===== config.mk =====
export PLATFORM = sky130hd
export DESIGN_NAME = uart_fifo_core_flat
export DESIGN_NICKNAME = d
export VERILOG_FILES = /design/src/rtl/uart_fifo_core_if.sv /design/src/rtl/uart_fifo_core.sv /design/src/flat_wrapper.sv
export SDC_FILE = /design/constraint.sdc
export NUM_CORES = 1
export LEC_CHECK = 0
export CAP_MARGIN = 10
export CORE_MARGIN = 5
export CORE_UTILIZATION = 60
export DETAILED_ROUTE_END_ITERATION = 7
export GPL_TIMING_DRIVEN = 0
export HOLD_SLACK_MARGIN = 0.15
export PLACE_DENSITY_LB_ADDON = 0.2
export SLEW_MARGIN = 20
export SYNTH_ARGS = -nofsm -noshare
export SYNTH_HDL_FRONTEND = slang
export SYNTH_SLANG_ARGS = --single-unit

===== constraint.sdc =====
create_clock -name SysClk -period 6.3 [get_ports SysClk]
set_input_delay 0.945 -clock SysClk [delete_from_list [all_inputs] [get_ports SysClk]]
set_output_delay 0.945 -clock SysClk [all_outputs]
set_load 0.005 [all_outputs]

===== src/rtl/uart_fifo_core_if.sv =====
// Interface carrying every UART/FIFO signal except clock and reset.
// master = user side driving the core, slave = the core itself.
interface uart_fifo_core_if #(
    parameter int DATA_BITS  = 8,
    parameter int FIFO_DEPTH = 16,
    parameter int DIV_WIDTH  = 16
);
    localparam int CNT_W = $clog2(FIFO_DEPTH) + 1;

    logic [DIV_WIDTH-1:0] Baud_Div;
    logic [1:0]           Parity_Mode;
    logic                 Loopback;
    logic [DATA_BITS-1:0] Tx_Data;
    logic                 Tx_Valid;
    logic                 Tx_Ready;
    logic                 CTS;
    logic                 Tx;
    logic                 Tx_Busy;
    logic                 Rx;
    logic [DATA_BITS-1:0] Rx_Data;
    logic                 Rx_Valid;
    logic                 Rx_Pop;
    logic [CNT_W-1:0]     FIFO_Count;
    logic                 RTS;
    logic                 FIFO_Overflow;
    logic                 Frame_Error;
    logic                 Parity_Error;

    modport master (
        output Baud_Div, Parity_Mode, Loopback, Tx_Data, Tx_Valid, CTS, Rx, Rx_Pop,
        input  Tx_Ready, Tx, Tx_Busy, Rx_Data, Rx_Valid, FIFO_Count, RTS,
               FIFO_Overflow, Frame_Error, Parity_Error
    );

    modport slave (
        input  Baud_Div, Parity_Mode, Loopback, Tx_Data, Tx_Valid, CTS, Rx, Rx_Pop,
        output Tx_Ready, Tx, Tx_Busy, Rx_Data, Rx_Valid, FIFO_Count, RTS,
               FIFO_Overflow, Frame_Error, Parity_Error
    );
endinterface


===== src/rtl/uart_fifo_core.sv =====
// UART transmitter and receiver (16x oversampling) with a show-ahead RX FIFO.
// Define UART_PARITY_EN to enable the parity bit; without it Parity_Mode is ignored.
module uart_fifo_core #(
    parameter int DATA_BITS  = 8,
    parameter int STOP_BITS  = 1,
    parameter int FIFO_DEPTH = 16,
    parameter int DIV_WIDTH  = 16
) (
    input logic SysClk,
    input logic Rst,
    uart_fifo_core_if.slave bus
);
    localparam int AW    = $clog2(FIFO_DEPTH);
    localparam int CNT_W = AW + 1;
    localparam int BIT_W = $clog2(DATA_BITS);

    typedef enum logic [2:0] {
        IDLE,
        START,
        DATA,
`ifdef UART_PARITY_EN
        PARITY,
`endif
        STOP
    } state_t;

    state_t tx_state, tx_next, rx_state, rx_next;

`ifdef UART_PARITY_EN
    logic par_on, par_odd;
    assign par_on  = (bus.Parity_Mode == 2'b01) || (bus.Parity_Mode == 2'b10);
    assign par_odd = (bus.Parity_Mode == 2'b10);
`else
    logic unused_mode;
    assign unused_mode      = ^bus.Parity_Mode;
    assign bus.Parity_Error = 1'b0;
`endif

    // Divisor is frozen while either direction is mid-frame.
    logic [DIV_WIDTH-1:0] div_q;
    always_ff @(posedge SysClk or posedge Rst) begin
        if (Rst)
            div_q <= '0;
        else if (tx_state == IDLE && rx_state == IDLE)
            div_q <= bus.Baud_Div;
    end

    logic [DIV_WIDTH-1:0] tx_pre;
    logic [3:0]           tx_tick;
    logic [BIT_W-1:0]     tx_idx;
    logic [DATA_BITS-1:0] tx_shift;
    logic                 tx_go, tx_tick_en, tx_bit_end, tx_bit;
`ifdef UART_PARITY_EN
    logic                 tx_par;
`endif

    assign bus.Tx_Ready = !Rst && (tx_state == IDLE) && bus.CTS;
    assign bus.Tx_Busy  = (tx_state != IDLE);
    assign bus.Tx       = bus.Loopback ? 1'b1 : tx_bit;
    assign tx_go        = bus.Tx_Valid && bus.Tx_Ready;
    assign tx_tick_en   = (tx_pre == div_q);
    assign tx_bit_end   = tx_tick_en && (tx_tick == 4'd15);

    always_comb begin
        tx_next = tx_state;
        tx_bit  = 1'b1;
        case (tx_state)
            IDLE:  if (tx_go) tx_next = START;
            START: begin
                tx_bit = 1'b0;
                if (tx_bit_end) tx_next = DATA;
            end
            DATA: begin
                tx_bit = tx_shift[0];
                if (tx_bit_end && tx_idx == BIT_W'(DATA_BITS-1)) begin
`ifdef UART_PARITY_EN
                    tx_next = par_on ? PARITY : STOP;
`else
                    tx_next = STOP;
`endif
                end
            end
`ifdef UART_PARITY_EN
            PARITY: begin
                tx_bit = tx_par;
                if (tx_bit_end) tx_next = STOP;
            end
`endif
            STOP:  if (tx_bit_end && tx_idx == BIT_W'(STOP_BITS-1)) tx_next = IDLE;
            default: tx_next = IDLE;
        endcase
    end

    // tx_idx counts data bits in DATA and stop bits in STOP; it clears on every state change.
    always_ff @(posedge SysClk or posedge Rst) begin
        if (Rst) begin
            tx_state <= IDLE;
            tx_pre   <= '0;
            tx_tick  <= '0;
            tx_idx   <= '0;
            tx_shift <= '0;
`ifdef UART_PARITY_EN
            tx_par   <= 1'b0;
`endif
        end else begin
            tx_state <= tx_next;
            if (tx_state == IDLE) begin
                tx_pre  <= '0;
                tx_tick <= '0;
                tx_idx  <= '0;
                if (tx_go) begin
                    tx_shift <= bus.Tx_Data;
`ifdef UART_PARITY_EN
                    tx_par   <= (^bus.Tx_Data) ^ par_odd;
`endif
                end
            end else begin
                tx_pre <= tx_tick_en ? '0 : tx_pre + 1'b1;
                if (tx_tick_en) tx_tick <= tx_tick + 1'b1;
                if (tx_bit_end) begin
                    tx_idx <= (tx_next != tx_state) ? '0 : tx_idx + 1'b1;
                    if (tx_state == DATA) tx_shift <= tx_shift >> 1;
                end
            end
        end
    end

    logic                 rx_in, rx_s1, rx_s2, rx_s3, rx_fall;
    logic [DIV_WIDTH-1:0] rx_pre;
    logic [3:0]           rx_tick;
    logic [BIT_W-1:0]     rx_idx;
    logic [DATA_BITS-1:0] rx_shift;
    logic                 rx_tick_en, rx_mid, rx_sample, fifo_wr, frame_err;
`ifdef UART_PARITY_EN
    logic                 rx_par_bad, par_err;
    assign bus.Parity_Error = par_err;
`endif

    assign rx_in           = bus.Loopback ? tx_bit : bus.Rx;
    assign rx_fall         = rx_s3 && !rx_s2;
    assign rx_tick_en      = (rx_pre == div_q);
    assign rx_mid          = rx_tick_en && (rx_tick == 4'd7);
    assign rx_sample       = rx_tick_en && (rx_tick == 4'd15);
    assign bus.Frame_Error = frame_err;

    always_comb begin
        rx_next = rx_state;
        case (rx_state)
            IDLE:  if (rx_fall) rx_next = START;
            START: if (rx_mid) rx_next = rx_s2 ? IDLE : DATA;
            DATA: begin
                if (rx_sample && rx_idx == BIT_W'(DATA_BITS-1)) begin
`ifdef UART_PARITY_EN
                    rx_next = par_on ? PARITY : STOP;
`else
                    rx_next = STOP;
`endif
                end
            end
`ifdef UART_PARITY_EN
            PARITY: if (rx_sample) rx_next = STOP;
`endif
            STOP:  if (rx_sample) rx_next = IDLE;
            default: rx_next = IDLE;
        endcase
    end

    // After the START mid-point the tick counter restarts so later samples land mid-bit.
    always_ff @(posedge SysClk or posedge Rst) begin
        if (Rst) begin
            rx_s1      <= 1'b1;
            rx_s2      <= 1'b1;
            rx_s3      <= 1'b1;
            rx_state   <= IDLE;
            rx_pre     <= '0;
            rx_tick    <= '0;
            rx_idx     <= '0;
            rx_shift   <= '0;
            fifo_wr    <= 1'b0;
            frame_err  <= 1'b0;
`ifdef UART_PARITY_EN
            rx_par_bad <= 1'b0;
            par_err    <= 1'b0;
`endif
        end else begin
            rx_s1     <= rx_in;
            rx_s2     <= rx_s1;
            rx_s3     <= rx_s2;
            rx_state  <= rx_next;
            fifo_wr   <= 1'b0;
            frame_err <= 1'b0;
`ifdef UART_PARITY_EN
            par_err   <= 1'b0;
`endif
            if (rx_state == IDLE) begin
                rx_pre  <= '0;
                rx_tick <= '0;
                rx_idx  <= '0;
`ifdef UART_PARITY_EN
                rx_par_bad <= 1'b0;
`endif
            end else begin
                rx_pre <= rx_tick_en ? '0 : rx_pre + 1'b1;
                if (rx_state == START && rx_mid)
                    rx_tick <= '0;
                else if (rx_tick_en)
                    rx_tick <= rx_tick + 1'b1;
                if (rx_sample) begin
                    case (rx_state)
                        DATA: begin
                            rx_shift <= {rx_s2, rx_shift[DATA_BITS-1:1]};
                            rx_idx   <= rx_idx + 1'b1;
                        end
`ifdef UART_PARITY_EN
                        PARITY: rx_par_bad <= (rx_s2 != ((^rx_shift) ^ par_odd));
                        STOP: begin
                            if (!rx_s2)          frame_err <= 1'b1;
                            else if (rx_par_bad) par_err   <= 1'b1;
                            else                 fifo_wr   <= 1'b1;
                        end
`else
                        STOP: begin
                            if (!rx_s2) frame_err <= 1'b1;
                            else        fifo_wr   <= 1'b1;
                        end
`endif
                        default: ;
                    endcase
                end
            end
        end
    end

    logic [DATA_BITS-1:0] mem [FIFO_DEPTH];
    logic [AW-1:0]        wr_ptr, rd_ptr;
    logic [CNT_W-1:0]     count;
    logic                 overflow, empty, full, do_pop, do_push;

    assign empty             = (count == '0);
    assign full              = (count == CNT_W'(FIFO_DEPTH));
    assign do_pop            = bus.Rx_Pop && !empty;
    assign do_push           = fifo_wr && (!full || do_pop);
    assign bus.Rx_Data       = empty ? '0 : mem[rd_ptr];
    assign bus.Rx_Valid      = !empty;
    assign bus.FIFO_Count    = count;
    assign bus.RTS           = (count <= CNT_W'(FIFO_DEPTH-2));
    assign bus.FIFO_Overflow = overflow;

    always_ff @(posedge SysClk) begin
        if (do_push) mem[wr_ptr] <= rx_shift;
    end

    // A pop in the same cycle frees the slot, so a write at full is then accepted.
    always_ff @(posedge SysClk or posedge Rst) begin
        if (Rst) begin
            wr_ptr   <= '0;
            rd_ptr   <= '0;
            count    <= '0;
            overflow <= 1'b0;
        end else begin
            if (do_push) wr_ptr <= wr_ptr + 1'b1;
            if (do_pop)  rd_ptr <= rd_ptr + 1'b1;
            if (do_push && !do_pop)
                count <= count + 1'b1;
            else if (!do_push && do_pop)
                count <= count - 1'b1;
            if (fifo_wr && full && !do_pop) overflow <= 1'b1;
        end
    end
endmodule


===== src/flat_wrapper.sv =====
// flat-port wrapper written by rule: the top's interface ports become plain ports
module uart_fifo_core_flat 
#(
    parameter int DATA_BITS  = 8,
    parameter int STOP_BITS  = 1,
    parameter int FIFO_DEPTH = 16,
    parameter int DIV_WIDTH  = 16
)
  (SysClk, Rst, bus_Baud_Div, bus_Parity_Mode, bus_Loopback, bus_Tx_Data, bus_Tx_Valid, bus_CTS, bus_Rx, bus_Rx_Pop, bus_Tx_Ready, bus_Tx, bus_Tx_Busy, bus_Rx_Data, bus_Rx_Valid, bus_FIFO_Count, bus_RTS, bus_FIFO_Overflow, bus_Frame_Error, bus_Parity_Error);
  uart_fifo_core_if #(.DATA_BITS(DATA_BITS), .FIFO_DEPTH(FIFO_DEPTH), .DIV_WIDTH(DIV_WIDTH)) bus_i ();
  input logic SysClk;
  input logic Rst;
  input wire logic [$bits(bus_i.Baud_Div)-1:0] bus_Baud_Div;
  input wire logic [$bits(bus_i.Parity_Mode)-1:0] bus_Parity_Mode;
  input wire logic [$bits(bus_i.Loopback)-1:0] bus_Loopback;
  input wire logic [$bits(bus_i.Tx_Data)-1:0] bus_Tx_Data;
  input wire logic [$bits(bus_i.Tx_Valid)-1:0] bus_Tx_Valid;
  input wire logic [$bits(bus_i.CTS)-1:0] bus_CTS;
  input wire logic [$bits(bus_i.Rx)-1:0] bus_Rx;
  input wire logic [$bits(bus_i.Rx_Pop)-1:0] bus_Rx_Pop;
  output wire logic [$bits(bus_i.Tx_Ready)-1:0] bus_Tx_Ready;
  output wire logic [$bits(bus_i.Tx)-1:0] bus_Tx;
  output wire logic [$bits(bus_i.Tx_Busy)-1:0] bus_Tx_Busy;
  output wire logic [$bits(bus_i.Rx_Data)-1:0] bus_Rx_Data;
  output wire logic [$bits(bus_i.Rx_Valid)-1:0] bus_Rx_Valid;
  output wire logic [$bits(bus_i.FIFO_Count)-1:0] bus_FIFO_Count;
  output wire logic [$bits(bus_i.RTS)-1:0] bus_RTS;
  output wire logic [$bits(bus_i.FIFO_Overflow)-1:0] bus_FIFO_Overflow;
  output wire logic [$bits(bus_i.Frame_Error)-1:0] bus_Frame_Error;
  output wire logic [$bits(bus_i.Parity_Error)-1:0] bus_Parity_Error;
  assign bus_i.Baud_Div = bus_Baud_Div;
  assign bus_i.Parity_Mode = bus_Parity_Mode;
  assign bus_i.Loopback = bus_Loopback;
  assign bus_i.Tx_Data = bus_Tx_Data;
  assign bus_i.Tx_Valid = bus_Tx_Valid;
  assign bus_i.CTS = bus_CTS;
  assign bus_i.Rx = bus_Rx;
  assign bus_i.Rx_Pop = bus_Rx_Pop;
  assign bus_Tx_Ready = bus_i.Tx_Ready;
  assign bus_Tx = bus_i.Tx;
  assign bus_Tx_Busy = bus_i.Tx_Busy;
  assign bus_Rx_Data = bus_i.Rx_Data;
  assign bus_Rx_Valid = bus_i.Rx_Valid;
  assign bus_FIFO_Count = bus_i.FIFO_Count;
  assign bus_RTS = bus_i.RTS;
  assign bus_FIFO_Overflow = bus_i.FIFO_Overflow;
  assign bus_Frame_Error = bus_i.Frame_Error;
  assign bus_Parity_Error = bus_i.Parity_Error;
  uart_fifo_core #(.DATA_BITS(DATA_BITS), .STOP_BITS(STOP_BITS), .FIFO_DEPTH(FIFO_DEPTH), .DIV_WIDTH(DIV_WIDTH)) u_core (.SysClk(SysClk), .Rst(Rst), .bus(bus_i));
endmodule

==> results.ini, run 1 <==
[detailed_routing]
viasPerCell = 5.814
totalWireLength_mm = 20.14
dr.pass1.iters = 5
drt_iter0_markers = 372
postRouteAntennaNets = 0
wl_per_cell_um = 20.10
routed-via-count = 5826
drcViolationCount = 0

[grt]
grt_max_degree = 60
grt_util_all_layers_pct = 21.06
antenna_found_initial = 0
grt_first_pass_wirelength_mm = 32.48
first_global_vias = 6146
grt_overflow = 0

[sta]
rsz0062_at_grt = no
fmax_mhz = 229.6
relSlewSlack_pct = 38.30
worstMarginPinSlew_ns = 0.9185
fin_ws_ns = 1.945
finalHoldViolCount = 0
final.setup.tns_ns = 0
period_minus_slack_ns = 4.355
final.setup_skew_ns = 0.009342
report.final.slew_viol_count = 0
min_period_over_period_pct = 69.13
setup_viol = 0

[cts]
ctsHoldBuffers = 0
cts_tree = built
clk_latency_ns = 0.50
clock_sinks = 230
cts_buffers = 23
cts_resized = 0
h-tree-depth = 1
clk_pin_slew_ns = 0.06
postCtsSetupRepairBufs = 0
clockBufferDepth = 3
root_buffer = clkbuf_16

[placed_design]
placed_cell_area_um2 = 10910
pre_cts_slack_ns = 2.457
hpwl_mm = 13.70
port_buffers = 50
gp_congestion = 0.8657

[synth]
synth_area_um2 = 10070
yosys.area.top_type = edfxtp_1
synth_area_leaders = edfxtp_1 (38%), dfrtp_1 (25%), mux4_2 (8.9%)
yosysMostFrequentCell = edfxtp_1
synth_top_area_share_pct = 38.16
syn_inst = 689
synth_edf_count = 128
yosys-top-cells-count = edfxtp_1 (128), dfrtp_1 (99), nor2_1 (62)
synth_flop_cell = edfxtp_1
async_flop_share_pct = 44.35
ys_types = 50
syn_avg_cell_area_um2 = 14.62
ys_seq_area_share_pct = 63.53
yosysWarnings = 0
synth-seq-cells = 230

[worst_hold_path]
hold_path_class = register to register

[status]
status = finished, final reports clean

[pwr]
p_per_area_nw_per_um2 = 284.0
peakVddDrop_v = 0.0002192
leakage_nw = 4.738
p_total_mw = 3.305

[floorplanning]
core_um2 = 16520
dieArea_um2 = 19480
start_util_pct = 60.96
die_x_um = 139.6
pin_count = 54
row_count = 47
die_h_um = 139.6

[worst_setup_path]
crit_path_end_kind = output port
crit_path_start_kind = register
cp.arrival_ns = 3.41
cp_max_fo = 10
required_ns = 5.35
path_class = register to output port

[finish]
syn_to_final_growth_pct = 15.55
fin_area_um2 = 11640
n_antenna_cell = 0
nets = 818
drive_gt1_share_pct = 17.90

[flow_run]
maxCapViolations = 0

[flip-flops by register name, summed over array words and instances (netlist names), 4 cells and up]
register,flops
u_core.mem,128
u_core.div_q,16
u_core.bus.FIFO_Count,5
u_core.tx_pre,16
u_core.tx_tick,4
u_core.tx_shift,8
u_core.rx_pre,16
u_core.rx_shift,8
u_core.rd_ptr,4
u_core.rx_tick,4
u_core.wr_ptr,4
[worst paths after layout]
check / from / to / slack [ns] / cells after the start
max reg2reg: u_core.bus.FIFO_Count[0] / u_core.bus.FIFO_Count[4] / 3.04 / 13
min in group asynchronous: Rst / u_core.tx_tick[0] / 0.85 / 2
max in group asynchronous: Rst / u_core.rx_pre[11] / 4.84 / 3
max: u_core.rd_ptr[1] / bus_Rx_Data[7] / 1.94 / 6
min reg2reg: u_core.rx_s1 / u_core.rx_s2 / 0.36 / 0
min: u_core.rx_s1 / u_core.rx_s2 / 0.36 / 0
[where the power goes]
part	internal, mW	switching, mW	total (mW)
Combinational	0.129	0.107	0.236
Sequential	1.65	0.0938	1.75
Clock	0.779	0.543	1.32
[layout by cell type (no fill, tap or decap), types with 4 or more instances in the layout]
cell	count
nand2b_1	4
and2_1	10
nor4_1	11
clkinv_2	6
mux4_2	40
o21ai_0	10
nand4_1	11
nor2_1	62
inv_1	20
a21oi_1	13
clkdlybuf4s50_1	50
buf_2	7
or3_1	4
ha_1	18
edfxtp_1	128
xor2_1	45
mux2_2	39
nor2b_1	4
xnor2_1	29
nor3_1	12
clkbuf_1	22
dfrtp_1	99
and3_1	7
clkbuf_16	23
nand3_1	18
nor3_2	4
nand2_1	37
[layout make-up]
type                            count  area (µm²)
Inverter                           21       83.83
Timing Repair Buffer               51       528.0
Fill cell                        1059        4885
Sequential cell                   230        6400
Buffer                             28       117.6
Multi-Input combinational cell    411        3501
Clock buffer                       30       621.8
Clock inverter                     11       112.6
Tap cell                          220       275.3
[critical path, cell delays in order, from the launching register on]
cell,delay [ns]
dfrtp_1,0.37
clkbuf_1,0.39
clkbuf_1,0.57
mux4_2,0.47
mux4_2,0.49
and2_1,0.18
clkdlybuf4s50_1,0.44
[routing by layer]
metal  GRT usage [%]  vias up  share of wire, %
met4           4.946        0               1.7
li1                -     2673                 -
met1           26.94     2969                39
met2           38.78      158                55
met3           2.436       26               4.1
met5               0        -                 0
[kinds of logic (layout without fill, tap and decap cells)]
family / after synthesis / in the layout / synth area share (%)
compound gates: 40 / 40 / 2.621
xor+xnor: 74 / 74 / 6.434
fa+ha+maj: 19 / 19 / 2.435
buf+inv: 49 / 141 / 1.950
flops: 230 / 230 / 63.53
mux: 81 / 81 / 13.50
other cells: 1 / 2 / 0.03723
simple gates: 195 / 195 / 9.489
[through the flow]
step	std cells	util (%)	hold WS (ns)
after floorplan	690	-	0.3452
after global placement	960	65.68	0.3464
after detailed placement	961	66.00	0.3523
after CTS	1002	70.44	0.3612
after global routing	1002	70.44	0.3613
final	1002	70.44	0.3598
Power figures use the tool's default switching activity.
==> inputs of run 2 (changes only) <==
--- a/config.mk
+++ b/config.mk
@@ -7,7 +7,7 @@
 export LEC_CHECK = 0
 export CAP_MARGIN = 10
 export CORE_MARGIN = 5
-export CORE_UTILIZATION = 60
+export CORE_UTILIZATION = 54
 export DETAILED_ROUTE_END_ITERATION = 7
 export GPL_TIMING_DRIVEN = 0
 export HOLD_SLACK_MARGIN = 0.15
==> constraint.sdc (replaced) <==
create_clock -name SysClk -period 3.9 [get_ports SysClk]
set_input_delay 0.585 -clock SysClk [delete_from_list [all_inputs] [get_ports SysClk]]
set_output_delay 0.585 -clock SysClk [all_outputs]
set_load 0.005 [all_outputs]
==> results.ini, run 2 (synthesized netlist as in run 1, its figures left out) <==
[finish]
syn_to_final_growth_pct = 18.31
nets = 821  ; +0.37%
layout.cells.most_common = edfxtp_1
layout.cells.most_common_list = edfxtp_1 (128), dfrtp_1 (99), nor2_1 (62)
fin_util_pct = 64.36  ; -6.1 points
nFillCells = 1334  ; +26%
regMostFlops = u_core.mem
largest_register_ffs = 128  ; unchanged
drive_gt1_share_pct = 18.93  ; +1.0 points
n_antenna_cell = 0  ; unchanged

[detailed_routing]
routed-via-count = 5796  ; -0.51%
dr.pass1.iters = 5  ; unchanged
wl_per_cell_um = 19.32  ; -3.9%
drcViolationCount = 0  ; unchanged
drt_iter0_markers = 305  ; -18%
postRouteAntennaNets = 0  ; unchanged
totalWireLength_mm = 19.72  ; -2.1%
viasPerCell = 5.677  ; -2.4%

[cts]
root_buffer = clkbuf_16
cts_buffers = 24  ; +4.3%
clockBufferDepth = 3  ; unchanged
clk_pin_slew_ns = 0.06  ; about the same
h-tree-depth = 1  ; unchanged
cts_tree = built
clk_latency_ns = 0.53  ; +0.03 ns
ctsHoldBuffers = 0  ; unchanged
postCtsSetupRepairBufs = 0  ; unchanged
clock_sinks = 230  ; unchanged

[worst_setup_path]
crit_path_start_kind = register
r2r_cells = 13  ; unchanged
cp_max_fo = 10  ; unchanged
path_class = register to output port
cp.arrival_ns = 3.16  ; -0.25 ns
required_ns = 3.31  ; -2.04 ns
reg2reg_slack_ns = 0.70  ; -2.34 ns
crit_path_end_kind = output port

[grt]
grt_util_all_layers_pct = 18.74  ; -2.3 points
grt_overflow = 0  ; unchanged
first_global_vias = 6095  ; -0.83%
grt_first_pass_wirelength_mm = 32.31  ; -0.53%
grt_max_degree = 35  ; -42%
antenna_found_initial = 0  ; unchanged

[status]
status = finished, final reports clean

[sta]
relSlewSlack_pct = 37.42  ; -0.88 points
min_period_over_period_pct = 95.90
fin_ws_ns = 0.1599  ; -1.785 ns
period_minus_slack_ns = 3.740
final.setup_skew_ns = 0.02621  ; +0.01687 ns
fmax_mhz = 267.4
rsz0062_at_grt = no
worstMarginPinSlew_ns = 0.9336  ; +0.01511 ns
report.final.slew_viol_count = 0  ; unchanged
setup_viol = 0  ; unchanged
holdWs_ns = 0.3580  ; -0.001736 ns
final.setup.tns_ns = 0  ; unchanged
finalHoldViolCount = 0  ; unchanged

[floorplanning]
die_x_um = 146.6  ; +5.0%
dieArea_um2 = 21490  ; +10%
core_um2 = 18520  ; +12%
row_count = 50  ; +6.4%
start_util_pct = 54.40  ; -6.6 points
pin_count = 54  ; unchanged
die_h_um = 146.6  ; +5.0%

[pwr]
p_per_area_nw_per_um2 = 491.2  ; +73%
leakage_nw = 4.859  ; +2.6%
peakVddDrop_v = 0.0004367  ; +99%

[worst_hold_path]
worstHoldPathCells = 0  ; unchanged
hold_path_class = register to register

[placed_design]
pre_cts_slack_ns = 0.4591  ; -1.998 ns
port_buffers = 50  ; unchanged
hpwl_mm = 13.63  ; -0.48%
gp_congestion = 0.8284  ; -4.3%

[flow_run]
maxCapViolations = 0  ; unchanged

==> run 2: cell count changes in the layout (fill, tap and decap cells not counted), sizes merged <==
cell	change
clkbuf	+3
clkinv	-3
bufinv	+5
==> run 2: final timing paths <==
| check | from | endpoint |
|---|---|---|
| max | u_core.rd_ptr[0] | bus_Rx_Data[3] |
| min | u_core.rx_s1 | u_core.rx_s2 |
| max reg2reg | u_core.bus.FIFO_Count[0] | u_core.bus.FIFO_Count[4] |
| min reg2reg | u_core.rx_s1 | u_core.rx_s2 |
| max in group asynchronous | Rst | u_core.rx_s2 |
| min in group asynchronous | Rst | u_core.div_q[3] |
==> run 2: what timing repair did <==
item,CTS,global route
gates resized for setup,2,4
pin swaps,0,0
setup endpoints to repair,4,8
==> run 2: metrics by stage <==
stage | std cells | instance area, µm² | power (mW)
after global placement | 974 | 10870 | 3.226
after floorplan | 690 | 10080 | 3.110
after CTS | 1021 | 11910 | 5.903
after global routing | 1021 | 11920 | 6.080
after detailed placement | 977 | 10970 | 3.258
final | 1021 | 11920 | 5.854
==> run 2: area by class of cell <==
cell class / instances / area [µm²] / share of cell area [%]
plain buffers: 28 / 126.4 / 1.060
clock buffers: 31 / 678.2 / 5.690
clock inverters: 13 / 261.5 / 2.194
inverters: 21 / 82.58 / 0.6929
multi-input cells: 411 / 3501 / 29.38
flip-flops and latches: 230 / 6400 / 53.70
well taps: 234 / 292.8 / 2.457
repair buffers: 53 / 575.6 / 4.829
==> run 2: critical path, stage by stage, from the launching register on <==
cell,delay [ns]
dfrtp_1,0.35
buf_2,0.26
buf_2,0.37
mux4_2,0.56
mux4_2,0.50
and2_1,0.18
clkdlybuf4s50_1,0.44
==> run 2: where the power goes <==
group,internal (mW),switching [mW]
Sequential,2.67,0.151
Combinational,0.212,0.172
Clock,1.70,0.948
==> run 2: routing by layer <==
layer,wire length [µm],track usage (%)
met3,733,2.576
met4,452,5.362
met2,10240,32.73
met5,0,0
met1,8302,24.67
==> edit 1 (flow settings as in run 2) <==
Encoding of `state_t`: now one-hot (4 bits for 4 states).
--- a/src/rtl/uart_fifo_core.sv
+++ b/src/rtl/uart_fifo_core.sv
@@ -14,14 +14,14 @@
     localparam int CNT_W = AW + 1;
     localparam int BIT_W = $clog2(DATA_BITS);
 
-    typedef enum logic [2:0] {
-        IDLE,
-        START,
-        DATA,
+    typedef enum logic [3:0] {
+        IDLE  = 4'b0001,
+        START = 4'b0010,
+        DATA  = 4'b0100,
 `ifdef UART_PARITY_EN
         PARITY,
 `endif
-        STOP
+        STOP  = 4'b1000
     } state_t;
 
     state_t tx_state, tx_next, rx_state, rx_next;
Formal check against the unedited RTL: no difference found for any inputs over 10 cycles, from zero or initial values and one cycle with Rst high; not proved beyond that.
==> edit 1 against run 2 <==
  * Fmax increased by 1.6%
  * Routed wire length increased by 2.5%
  * Final area increased by 0.41%
  * Sequential cell count increased by 3
  * Area after synthesis increased by 2.3%
  * Register-to-register slack got worse by 140 ps
  * Utilization decreased by 0.60 points
  * Worst setup slack improved by 60 ps
  * Highest routed layer unchanged
Power is not compared: it rests on default switching activity, and its combinational part moved more than twofold at a synthesized area within 25%.
==> edit 1: results <==
[run_status]
outcome = "completed"

[critical_path]
crit_family = "multiplexers"
cp_data_arrival_time_ps = 3100
cp_slowest_stage_delay_ps = 580
r2r-start = "u_core.bus.FIFO_Count[1]$_DFFE_PP0P_"

[global_routing]
grt_pass1_vias = 6327
grt.total_usage_pct = 18.8
met2_usage_pct = 33.9
grt_util_met3_pct = 2.44

[routing]
wirelength_mm = 20.2
met3_length_um = 826
met1_length_mm = 8.37

[synthesis]
yosysSeqAreaShare_pct = 62.8
synthDistinctLibCells = 58
async_flop_share_pct = 45.1
synth.top_cells.by_count = "128 x edfxtp_1, 100 x dfrtp_1, 61 x nor2_1"
synthTopCellsByArea = "edfxtp_1 37%, dfrtp_1 24%, mux4_2 8.7%"

[place]
place_congestion = 0.843
post-place-ws_ps = 457
post_dp_cell_area_mm2 = 0.0112

[final_layout]
nNetsFinal = 847
final_layout_size_suffix_gt1_share_pct = 17.5

[clock_tree]
cts_resized = 1

[timing]
fin_skew_ps = 10.4
slew_headroom_pct = 41.8
==> edit 1: cell count changes in the layout (fill, tap and decap cells not counted), sizes merged, moves of 6 or more <==
cell | run 2 | this run
xnor2 | 29 | 35
xor2 | 45 | 37
clkinv | 3 | 10
mux2 | 39 | 31
nand2 | 37 | 55
nand3 | 18 | 12
nand4 | 12 | 21
==> edit 1: worst max path at each step <==
stage | start | to | slack, ps | cells past startpoint
floorplan | Rst | bus_Tx_Ready | 130 | 2
global placement | Rst | bus_Tx_Ready | -1730 | 4
detailed placement | bus_Rx_Pop | u_core.bus.FIFO_Count[4]$_DFFE_PP0P_ | 460 | 12
CTS | u_core.rd_ptr[1]$_DFFE_PP0N_ | bus_Rx_Data[3] | 8 | 6
global route | u_core.rd_ptr[0]$_DFFE_PP0N_ | bus_Rx_Data[0] | 40 | 6
finish | u_core.rd_ptr[0]$_DFFE_PP0N_ | bus_Rx_Data[4] | 220 | 6
==> edit 1: layout make-up <==
class | instances | area, um2 | share of cell area [%]
tap | 234 | 293 | 2.45
timing repair buffer | 51 | 528 | 4.41
inverter | 17 | 68.8 | 0.575
multi-input combinational | 435 | 3640 | 30.4
sequential | 233 | 6480 | 54.1
clock buffer | 30 | 654 | 5.47
buffer | 33 | 158 | 1.32
clock inverter | 14 | 145 | 1.21
==> edit 1: cells by family (layout without fill, tap and decap cells) <==
logic type / count (synthesis) / count (layout) / share of synthesized area (%)
AO/OA/AOI/OAI: 44 / 44 / 2.69
other: 1 / 1 / 0.0364
adder cells (fa/ha/maj): 19 / 19 / 2.38
buffers and inverters: 50 / 145 / 2.04
flip-flops: 233 / 233 / 62.8
AND/OR/NAND/NOR: 222 / 222 / 10.9
multiplexers: 77 / 77 / 13.0
XOR/XNOR: 72 / 72 / 6.12
==> edit 2 (settings of run 2) <==
Without the edit above. Add a define of `UART_PARITY_EN`.
--- a/src/rtl/uart_fifo_core.sv
+++ b/src/rtl/uart_fifo_core.sv
@@ -1,5 +1,7 @@
 // UART transmitter and receiver (16x oversampling) with a show-ahead RX FIFO.
 // Define UART_PARITY_EN to enable the parity bit; without it Parity_Mode is ignored.
+`define UART_PARITY_EN
+
 module uart_fifo_core #(
     parameter int DATA_BITS  = 8,
     parameter int STOP_BITS  = 1,
Formal check against the unedited RTL: no difference found for any inputs over 10 cycles, from zero or initial values and one cycle with Rst high; that may be too few to reach the edited logic, so the function may still have changed.
==> edit 2 against run 2 <==
  * Critical path depth unchanged
  * Non-clock buffer count increased by 10
  * Power increased by 4.4%
  * Area after synthesis increased by 4.3%
  * Sequential cell count increased by 4
  * Final area increased by 3.8%
  * Routed wire length increased by 6.4%
  * Worst setup slack improved by 32 ps
==> edit 2: results <==
[routing]
wl_met2_mm = 11.1
routedWlPerCell_um = 18.8
vias = 6220
met1_length_mm = 8.43
drtIter0Drc = 365
met3_length_um = 969
detail_route.vias_per_cell = 5.57

[final_layout]
clkbuf_count = 34
nNetsFinal = 886
final_layout_size_suffix_gt1_share_pct = 17.4
area_growth_syn_to_layout_pct = 17.8
clock_area_share_pct = 7.03
inverters = 26
num-fill-cells = 1427
multi_input_area_mm2 = 0.00383
buffer_area_share_pct = 6.01

[critical_path]
worstSetupEndpoint = "bus_Rx_Data[4]"
r2r_slack_ps = 600
crit_family = "multiplexers"
cp_data_arrival_time_ps = 3120
cp_max_fo = 10
r2r_cells = 12
startpoint = "u_core.rd_ptr[0]$_DFFE_PP0P_"

[synthesis]
netlist_area_mm2 = 0.0105
async_flop_share_pct = 45.3
synth-seq-cells = 234
synthTopCellsByArea = "edfxtp_1 37%, dfrtp_1 25%, mux4_2 8.6%"
ys_warn_count = 0
yosysSeqAreaShare_pct = 61.9
synth.top_cells.by_count = "128 x edfxtp_1, 103 x dfrtp_1, 53 x nand2_1"

[pwr]
combinationalPower_mw = 0.668
swShare_pct = 24.0
seq_power_mw = 2.99
power.leakage_nw = 5.07
power_density_mw_per_mm2 = 494
ir_drop_mv = 0.415

[clock_tree]
cts_inserted_buffers = 25

[timing]
hold_ws_ps = 358
slew_headroom_pct = 43.3
fin_skew_ps = 10.8

[place]
dpl.hpwl_mm = 14.7
place_congestion = 0.830
port_buffers = 53

[global_routing]
grt_util_met3_pct = 2.82
met2_usage_pct = 34.6
grt_pass1_vias = 6735
grt.total_usage_pct = 19.5
grt_use_met1_pct = 25.4
grt_first_pass_wirelength_mm = 34.6

[run_status]
outcome = "completed"

[run]
maxCapViolations = 0
## edit 2: changes by cell type after synthesis, sizes merged, moves of 5 or more
cell,before,now
nor3,16,11
and2,11,16
clkbuf,17,24
o21ai,11,18
xnor2,29,40
mux2,39,32
nand2,37,53
nor2,63,52
xor2,45,50
## edit 2: through the flow
stage | util [%] | setup slack (ps)
3_5_place_dp | 59.5 | 371
6_report | 64.0 | 192
2_1_floorplan | - | 647
3_3_place_gp | 58.8 | -914
4_1_cts | 64.0 | 29.2
5_1_grt | 64.0 | 6.45
## edit 2: timing repair
action                                  in CTS  in global routing
endpoints found under the setup margin       7                  8
resized for setup                            1                  6
pin swaps                                    0                  0
## edit 2: logic make-up after synthesis
logic type,after synthesis,share of synthesized area (%)
muxes,74,12.2
adders and majority gates,20,2.45
DFF,234,61.9
xor gates and xnor gates,90,7.50
buffers and inverters,57,2.11
and+or+nand+nor,220,10.8
AOI/OAI and AO/OA,51,3.04
